===== src/rtl/fp_pkg.sv =====
// Shared constants and the stage-1 record for the float_point_normalize_round pipeline.
package fp_pkg;

  localparam int FP_BIAS    = 127;
  localparam int FP_EXP_MAX = 255;
  localparam logic [31:0] FP_QNAN = 32'h7FC00000;

  localparam int FP_FRAC_W = 23;
  // Wide enough to carry the signed exponent through the +1 from normalize and rounding.
  localparam int FP_SEXP_W = 12;

  localparam logic [1:0] FP_NORM = 2'b00;
  localparam logic [1:0] FP_ZERO = 2'b01;
  localparam logic [1:0] FP_INF  = 2'b10;
  localparam logic [1:0] FP_NAN  = 2'b11;

  typedef struct packed {
    logic                 sign;
    logic [FP_SEXP_W-1:0] exp;
    logic [FP_FRAC_W-1:0] frac;
    logic                 guard;
    logic                 sticky;
    logic [1:0]           special;
  } fp_s1_t;

endpackage


===== src/rtl/fp_rne_round.sv =====
// Round-to-nearest-even on a normalized fraction, with overflow/flush-to-zero detection.
module fp_rne_round
  import fp_pkg::*;
(
  input  logic [FP_FRAC_W-1:0] fracIn,
  input  logic                 guard,
  input  logic                 sticky,
  input  logic [FP_SEXP_W-1:0] expIn,
  output logic [FP_FRAC_W-1:0] fracOut,
  output logic [7:0]           expOut,
  output logic                 overflow,
  output logic                 underflow
);

  logic                 roundUp;
  logic [FP_FRAC_W:0]   sum;
  logic [FP_SEXP_W-1:0] expRounded;

  // A carry out of the fraction leaves it all-zero, which is exactly 1.0 at the next exponent.
  always_comb begin
    roundUp    = guard & (sticky | fracIn[0]);
    sum        = {1'b0, fracIn} + {{FP_FRAC_W{1'b0}}, roundUp};
    fracOut    = sum[FP_FRAC_W-1:0];
    expRounded = expIn + {{(FP_SEXP_W-1){1'b0}}, sum[FP_FRAC_W]};
    expOut     = expRounded[7:0];
    overflow   = $signed(expRounded) >= $signed(FP_SEXP_W'(FP_EXP_MAX));
    underflow  = !overflow && ($signed(expRounded) <= $signed(FP_SEXP_W'(0)));
  end

endmodule


===== src/rtl/float_point_normalize_round.sv =====
// Two-stage normalize/round/pack of a 24x24 significand product into IEEE-754 single.
// Optional macro FP_ROUND_FLAGS_EN adds the oFlags {invalid,overflow,underflow,inexact} output.
module float_point_normalize_round
  import fp_pkg::*;
#(
  parameter int EXP_W  = 10,
  parameter int MANT_W = 48
) (
  input  logic              clk,
  input  logic              resetn,
  input  logic              iValid,
  output logic              oReady,
  input  logic              iSign,
  input  logic [EXP_W-1:0]  iExp,
  input  logic [MANT_W-1:0] iMant,
  input  logic [1:0]        iSpecial,
  output logic              oValid,
  input  logic              iReady,
  output logic [31:0]       oZ
`ifdef FP_ROUND_FLAGS_EN
  ,
  output logic [3:0]        oFlags
`endif
);

  fp_s1_t               s1Next;
  fp_s1_t               s1Data;
  logic                 s1Valid;
  logic                 s2Load;
  logic [FP_SEXP_W-1:0] expExt;

  logic [FP_FRAC_W-1:0] fracRounded;
  logic [7:0]           expRounded;
  logic                 overflow;
  logic                 underflow;
  logic [31:0]          zNext;
`ifdef FP_ROUND_FLAGS_EN
  logic [3:0]           flagsNext;
`endif

  assign s2Load = !oValid || iReady;
  assign oReady = !s1Valid || s2Load;

  // A product in [2,4) needs a one-bit right shift; otherwise the hidden bit sits at MANT_W-2.
  always_comb begin
    expExt         = {{(FP_SEXP_W-EXP_W){iExp[EXP_W-1]}}, iExp};
    s1Next         = '0;
    s1Next.sign    = iSign;
    s1Next.special = iSpecial;
    if (iMant[MANT_W-1]) begin
      s1Next.frac   = iMant[MANT_W-2 -: FP_FRAC_W];
      s1Next.guard  = iMant[MANT_W-2-FP_FRAC_W];
      s1Next.sticky = |iMant[MANT_W-3-FP_FRAC_W:0];
      s1Next.exp    = expExt + FP_SEXP_W'(1);
    end else begin
      s1Next.frac   = iMant[MANT_W-3 -: FP_FRAC_W];
      s1Next.guard  = iMant[MANT_W-3-FP_FRAC_W];
      s1Next.sticky = |iMant[MANT_W-4-FP_FRAC_W:0];
      s1Next.exp    = expExt;
    end
  end

  always_ff @(posedge clk or negedge resetn) begin
    if (!resetn) begin
      s1Valid <= 1'b0;
      s1Data  <= '0;
    end else if (oReady) begin
      s1Valid <= iValid;
      if (iValid) begin
        s1Data <= s1Next;
      end
    end
  end

  fp_rne_round uRound (
    .fracIn    (s1Data.frac),
    .guard     (s1Data.guard),
    .sticky    (s1Data.sticky),
    .expIn     (s1Data.exp),
    .fracOut   (fracRounded),
    .expOut    (expRounded),
    .overflow  (overflow),
    .underflow (underflow)
  );

  // Special codes bypass rounding entirely; NaN is always the canonical positive quiet NaN.
  always_comb begin
    zNext = {s1Data.sign, expRounded, fracRounded};
`ifdef FP_ROUND_FLAGS_EN
    flagsNext = {3'b000, s1Data.guard | s1Data.sticky};
`endif
    case (s1Data.special)
      FP_ZERO: begin
        zNext = {s1Data.sign, 31'h0};
`ifdef FP_ROUND_FLAGS_EN
        flagsNext = 4'b0000;
`endif
      end
      FP_INF: begin
        zNext = {s1Data.sign, 8'hFF, 23'h0};
`ifdef FP_ROUND_FLAGS_EN
        flagsNext = 4'b0000;
`endif
      end
      FP_NAN: begin
        zNext = FP_QNAN;
`ifdef FP_ROUND_FLAGS_EN
        flagsNext = 4'b1000;
`endif
      end
      default: begin
        if (overflow) begin
          zNext = {s1Data.sign, 8'hFF, 23'h0};
`ifdef FP_ROUND_FLAGS_EN
          flagsNext = 4'b0101;
`endif
        end else if (underflow) begin
          zNext = {s1Data.sign, 31'h0};
`ifdef FP_ROUND_FLAGS_EN
          flagsNext = 4'b0011;
`endif
        end
      end
    endcase
  end

  always_ff @(posedge clk or negedge resetn) begin
    if (!resetn) begin
      oValid <= 1'b0;
      oZ     <= 32'h0;
`ifdef FP_ROUND_FLAGS_EN
      oFlags <= 4'h0;
`endif
    end else if (s2Load) begin
      oValid <= s1Valid;
      if (s1Valid) begin
        oZ <= zNext;
`ifdef FP_ROUND_FLAGS_EN
        oFlags <= flagsNext;
`endif
      end
    end
  end

endmodule


===== config.mk =====
export PLATFORM = sky130hd
export DESIGN_NAME = float_point_normalize_round
export DESIGN_NICKNAME = d
export VERILOG_FILES = /design/src/rtl/fp_pkg.sv /design/src/rtl/fp_rne_round.sv /design/src/rtl/float_point_normalize_round.sv
export SDC_FILE = /design/constraint.sdc
export NUM_CORES = 1
export LEC_CHECK = 0
export BUFFER_PORTS_ARGS = -buffer_cell sky130_fd_sc_hd__clkbuf_2
export CAP_MARGIN = 20
export CORE_MARGIN = 10
export CORE_UTILIZATION = 48
export DETAILED_ROUTE_END_ITERATION = 8
export PLACE_DENSITY = 0.86
export SLEW_MARGIN = 10
export SYNTH_ARGS = -nofsm -noshare
export SYNTH_HDL_FRONTEND = slang
export SYNTH_SLANG_ARGS = --single-unit

===== constraint.sdc =====
create_clock -name clk -period 2.95 [get_ports clk]
set_input_delay 0.59 -clock clk [delete_from_list [all_inputs] [get_ports clk]]
set_output_delay 0.59 -clock clk [all_outputs]
set_load 0.02 [all_outputs]

==> flow_metrics.tcl, run 1 <==
set metrics [dict create \
    wirelength_um 10700 \
    setup_viol 23 \
    ys_seq_area_share_pct 47.6 \
    finClkSkew_ns 0.00974 \
    num-nets-final 588 \
    cpPeakStageDelay_ns 0.41 \
    power_density_nw_per_um2 580 \
    worst_pin_slew_ns 0.803 \
    wl_per_cell_um 17.2 \
    crit_chain "o21a_1 > ha_2 > nand2_2 > nor3_4 > nand2_2 > nor2_1 > ha_2 > ha_4 > or4_4 > o22ai_2 > nand4_1 > o211ai_4 > clkbuf_16 > o21ai_1" \
    ys_async_sr_fraction_pct 100 \
    r2r.worst_path.cells 14 \
    synthesis.nets 470 \
    critPathCaptureType "flip-flop" \
    finalHoldViolCount 0 \
    antenna_cells 0 \
    status "finished, violations left" \
    first_pass_iters 5 \
    ctsLongestPathBuffers 2 \
    htreeDepth 3 \
    crit_cells 14 \
    synth_top_area_share_pct 47.6 \
    synth_warnings 0 \
    synth_cell_types 43 \
    worst-path-max-fanout 6 \
    relSlewSlack_pct 46.5 \
    power_mw 2.93 \
    cp_top_family "simple AND/OR/NAND/NOR gates" \
    drv_cap 0 \
    place_congestion 0.874 \
    die_x_um 109 \
    ys.flop_type "dfrtp_1" \
    coreArea_um2 7770 \
    fin_tns_setup_ns -5.31 \
    synth_edf_count 0 \
    ys_ff_latch 73 \
    root_buffer "clkbuf_8" \
    rsz0062_at_grt "yes" \
    timing.final.crit_share_pct 109 \
    viasPerCell 5.62 \
    track_usage_pct 16.4 \
    drt_iter0_markers 233 \
    cts_tree "yes" \
    grt_overflow 0 \
    num_rows 32 \
    synth_area_per_cell_um2 9.59 \
    vias 3511 \
    worstSetupStartpointType "flip-flop" \
    drc 0 \
    required_ns 3.17 \
    fmax_mhz 310 \
    dp_slack_ns -0.0201 \
    crit_arrival_ns 3.45 \
    grt_pass1_wl_um 16000 \
    cts.sinks 73 \
    clkTransAtPathRegs_ns 0.07 \
    violations "negative setup slack" \
    postSynthCellCount 400 \
    ir_drop_uv 314 \
    period_needed_ns 3.22 \
    leakage_nw 2.35 \
    drv_slew 0 \
    crit_buf_inv 1 \
    slowest_stage "or4_4" \
    start_util_pct 49.4 \
    fin_util_pct 65.0 \
    ant_nets 0 \
    reg2reg_slack_ns -0.27 \
    dp_hpwl_um 7530 \
    drive_gt1_share_pct 36.1 \
    die_area_um2 12000 \
    fp.dieH_um 109 \
    layout_setup_ws_ns -0.273 \
    io_buffers 98 \
    yosysTopAreaCell "dfrtp_1" \
    antenna_found_initial 0 \
    synth_area_um2 3840 \
    clock_latency_ns 0.34 \
    critical_path_class "reg2reg" \
    grt_pass1_vias 3409 \
    io_pins 99 \
    hp-class "in2async" \
    ys_top_cells_by_area "dfrtp_1 (48%), nand2_1 (7.5%), mux2i_1 (6.5%)" \
    cts-buffers-inserted 9 \
    grt_max_degree 42 \
    area_growth_pct 31.6 \
]
[where the power goes]
group	internal [mW]	leakage (nW)	switching [mW]	total, mW
Combinational	0.273	1.29	0.351	0.624
Clock	0.692	0.140	0.352	1.04
Sequential	1.13	0.914	0.136	1.26
Total	2.09	2.35	0.839	2.93
[area by class of cell]
type | count | area, µm²
fill | 562 | 2720
timing repair buffer | 127 | 772
clock inverter | 5 | 125
tap | 102 | 128
multi-input combinational | 301 | 2020
inverter | 6 | 22.5
sequential | 73 | 1830
clock buffer | 11 | 151
[cell usage after synthesis, drive strengths merged, types with 4 or more instances]
cell type  number
nand2          77
dfrtp          73
o21ai          60
mux2i          25
xor2           19
xnor2          17
nand4          16
nand3          15
nor2           14
buf            12
clkbuf          8
o221a           8
inv             6
nor4            6
ha              5
and3            4
nor3            4
[registers in the layout (all words and copies together) (netlist names)]
signal   cells
s1Data      39
s1Valid      1
oValid       1
oZ          32
[cells by family (layout without fill, tap and decap cells)]
| kind of cell | after synthesis | count (layout) | synth area share, % |
|---|---|---|---|
| fa+ha+maj | 5 | 5 | 1.63 |
| mux | 28 | 28 | 7.40 |
| compound gates | 82 | 82 | 13.7 |
| simple gates | 150 | 150 | 18.4 |
| flops | 73 | 73 | 47.6 |
| buf+inv | 26 | 149 | 3.10 |
| xor+xnor | 36 | 36 | 8.22 |
[stage by stage]
stage	std cells	hold slack, ns	instance area (µm²)
6_report	625	0.334	5050
5_1_grt	625	0.385	5050
4_1_cts	617	0.338	4850
3_5_place_dp	601	0.474	4560
3_3_place_gp	601	0.461	4560
2_1_floorplan	400	0.294	3860
[cells in the final DEF (no fill, tap or decap), types with 3 or more instances in the layout]
cell type and count:
mux2_2 3, nand2_1 73, mux2i_1 25, clkbuf_2 97, nor4_1 6, o21ai_1 9
and3_1 3, nor3_1 3, or2_2 3, nand4_1 16, nor2_1 14, nand2_2 4
o221a_2 8, buf_4 24, dfrtp_1 73, o21ai_2 13, xnor2_1 17, inv_1 6
nand2b_1 3, xor2_1 19, clkbuf_8 11, bufinv_16 4, o21ai_0 38, nand3_1 14
[routing by layer]
metal  global-route usage, %  part of all wire (%)  wire length, µm  vias up
li1                        -                     -                -     1655
met1                    20.4                    40             4340     1650
met2                    26.1                    48             5160      185
met3                    5.09                   9.5             1020       21
met4                    6.78                   2.0              210        0
met5                       0                     0                0        -
[timing repair]
item / CTS / global route
hold buffers: 0 / 0
gates cloned: 0 / 3
setup endpoints to repair: 23 / 31
pin swaps: 1 / 20
setup buffers: 0 / 5
gates resized for setup: 4 / 23
[final timing paths]
path	start	to
worst max-delay path	s1Data[4]	oZ[6]
worst min-delay path	resetn	s1Data[35]
worst max register to register	s1Data[4]	oZ[6]
worst min register to register	oZ[12]	oZ[12]
max in group asynchronous	resetn	oZ[10]
min in group clk	iValid	s1Valid
No activity file was read; power rests on OpenSTA's default activity.
==> run 2, diff against run 1 <==
--- a/config.mk
+++ b/config.mk
@@ -10,6 +10,7 @@
 export CORE_MARGIN = 10
 export CORE_UTILIZATION = 48
 export DETAILED_ROUTE_END_ITERATION = 8
+export MAX_ROUTING_LAYER = met4
 export PLACE_DENSITY = 0.86
 export SLEW_MARGIN = 10
 export SYNTH_ARGS = -nofsm -noshare
==> run 2 against run 1 <==
The flow still finishes with violations (negative setup slack). Highest routed layer unchanged. First-iteration DRC count shrank 14%. Combinational power shrank 0.8%. Die area is the same. Largest cell class unchanged. Critical path type unchanged.
==> flow_metrics.tcl, run 2 (synthesis results as in run 1) <==
set metrics [dict create \
    relSlewSlack_pct 44.5 \
    track_usage_pct 17.0 \
    drc 0 \
    die_area_um2 12000 \
    wl_per_cell_um 16.6 \
    critical_path_class "reg2reg" \
    slowest_stage "a2111oi_4" \
    die_x_um 109 \
    finClkSkew_ns 0.00761 \
    fillers 629 \
    fin_util_pct 63.9 \
    io_pins 99 \
    layout_setup_ws_ns -0.153 \
    htreeDepth 3 \
    vias 3407 \
    rsz0062_at_grt "yes" \
    root_buffer "clkbuf_8" \
    finalHoldViolCount 0 \
    dp_hpwl_um 7620 \
    fin_tns_setup_ns -2.34 \
    register_area_um2 1830 \
    drv_slew 0 \
    required_ns 3.23 \
    power_mw 2.59 \
    first_pass_iters 5 \
    worst-path-max-fanout 5 \
    grt_pass1_vias 3389 \
    largest_reg_flops 39 \
    setup_viol 23 \
    coreArea_um2 7770 \
    drive_gt1_share_pct 36.0 \
    place_congestion 0.821 \
    start_util_pct 49.4 \
    final_cell_count_no_fill 627 \
    grt_pass1_wl_um 15800 \
    worst_pin_slew_ns 0.832 \
    timing.final.crit_share_pct 105 \
    clock_latency_ns 0.35 \
    worstSetupStartpointType "flip-flop" \
    clkTransAtPathRegs_ns 0.07 \
    ctsLongestPathBuffers 2 \
    fmax_mhz 322 \
    dp.cells 599 \
    antenna_found_initial 0 \
    mostFrequentLayoutCell "clkbuf_2" \
    num-nets-final 591 \
    ant_nets 0 \
    period_needed_ns 3.10 \
    wirelength_um 10400 \
    cts-buffers-inserted 9 \
    fp.dieH_um 109 \
    fin_hold_ws_ns 0.335 \
    hp-class "in2async" \
    antenna_cells 0 \
    power_density_nw_per_um2 522 \
    drv_cap 0 \
    viasPerCell 5.43 \
    status "finished, violations left" \
    area_growth_pct 29.4 \
    cts.sinks 73 \
    ir_drop_uv 239 \
    violations "negative setup slack" \
    drt_iter0_markers 200 \
    largest_register "s1Data" \
    leakage_nw 2.31 \
    critPathCaptureType "flip-flop" \
    crit_chain "o21a_1 > ha_2 > nand2_2 > nor3_4 > nand2_2 > nor2_2 > ha_2 > buf_6 > and3_4 > nand4_1 > a2111oi_4 > o211ai_4 > buf_6 > clkbuf_16 > o21ai_2" \
    multi_input_area_um2 2010 \
    top_regs "s1Data: 39 flops, oZ: 32 flops" \
    cts_tree "yes" \
    cpPeakStageDelay_ns 0.47 \
    io_buffers 98 \
    mostFrequentLayoutCells "clkbuf_2 (97), nand2_1 (74), dfrtp_1 (73)" \
    crit_arrival_ns 3.38 \
    grt_max_degree 48 \
    grt_overflow 0 \
    num_rows 32 \
]
==> run 2: cell count changes in the layout (fill, tap and decap cells not counted), moves of 2 or more <==
cell       before  now
clkinv_2        1    3
bufinv_16       4    0
nor2_2          0    2
buf_6           1    3
nor2_1         14   12
buf_4          24   26
==> run 2: area by class of cell <==
class | count | area share (%)
Tap cell | 102 | 2.57
Timing Repair Buffer | 130 | 16.0
Inverter | 6 | 0.454
Clock inverter | 3 | 0.303
Sequential cell | 73 | 36.8
Multi-Input combinational cell | 301 | 40.6
Clock buffer | 12 | 3.33
==> run 2: repair_timing <==
item | CTS | global route
endpoints found under the setup margin | 23 | 31
hold endpoints to repair | 0 | 0
pin swaps | 1 | 20
resized for setup | 6 | 23
hold buffers | 0 | 0
cloned | 1 | 1
buffers inserted | 5 | 7
==> run 2: path summary, 6_finish.rpt <==
kind | cells past startpoint | start | slack [ns] | to
min in group clk | 2 | iSpecial[0] | 0.47 | s1Data[0]
max | 15 | s1Data[4] | -0.15 | oZ[6]
min | 1 | resetn | 0.34 | s1Data[32]
max reg2reg | 15 | s1Data[4] | -0.15 | oZ[6]
min reg2reg | 2 | oZ[31] | 0.48 | oZ[31]
max in group asynchronous | 2 | resetn | 1.94 | oZ[15]
==> run 2: where the power goes <==
group	internal, mW	switching, mW	leakage, nW
Clock	0.365	0.345	0.0980
Combinational	0.276	0.343	1.30
Sequential	1.13	0.137	0.914
Total	1.77	0.824	2.31
==> run 2: layer usage <==
layer	track usage [%]	wire length, µm
met1	21.2	4540
met2	26.4	5040
met3	2.93	598
met4	7.71	221
met5	-	0
==> run 2: stage by stage <==
| stage | worst slack [ns] | instance area, µm² |
|---|---|---|
| 2_1_floorplan | 0.00190 | 3860 |
| 3_3_place_gp | 0.0676 | 4540 |
| 3_5_place_dp | -0.0417 | 4540 |
| 4_1_cts | -0.0240 | 4810 |
| 5_1_grt | -0.274 | 4960 |
| 6_report | -0.153 | 4960 |
==> run 2: worst max-delay path: cells and delay by family (launching register included) <==
kind                       cells  cell delay, ns
and+or+nand+nor                6            0.92
DFF                            1            0.39
buffers and inverters          3            0.43
adders and majority gates      2            0.41
AOI/OAI and AO/OA              4            0.87
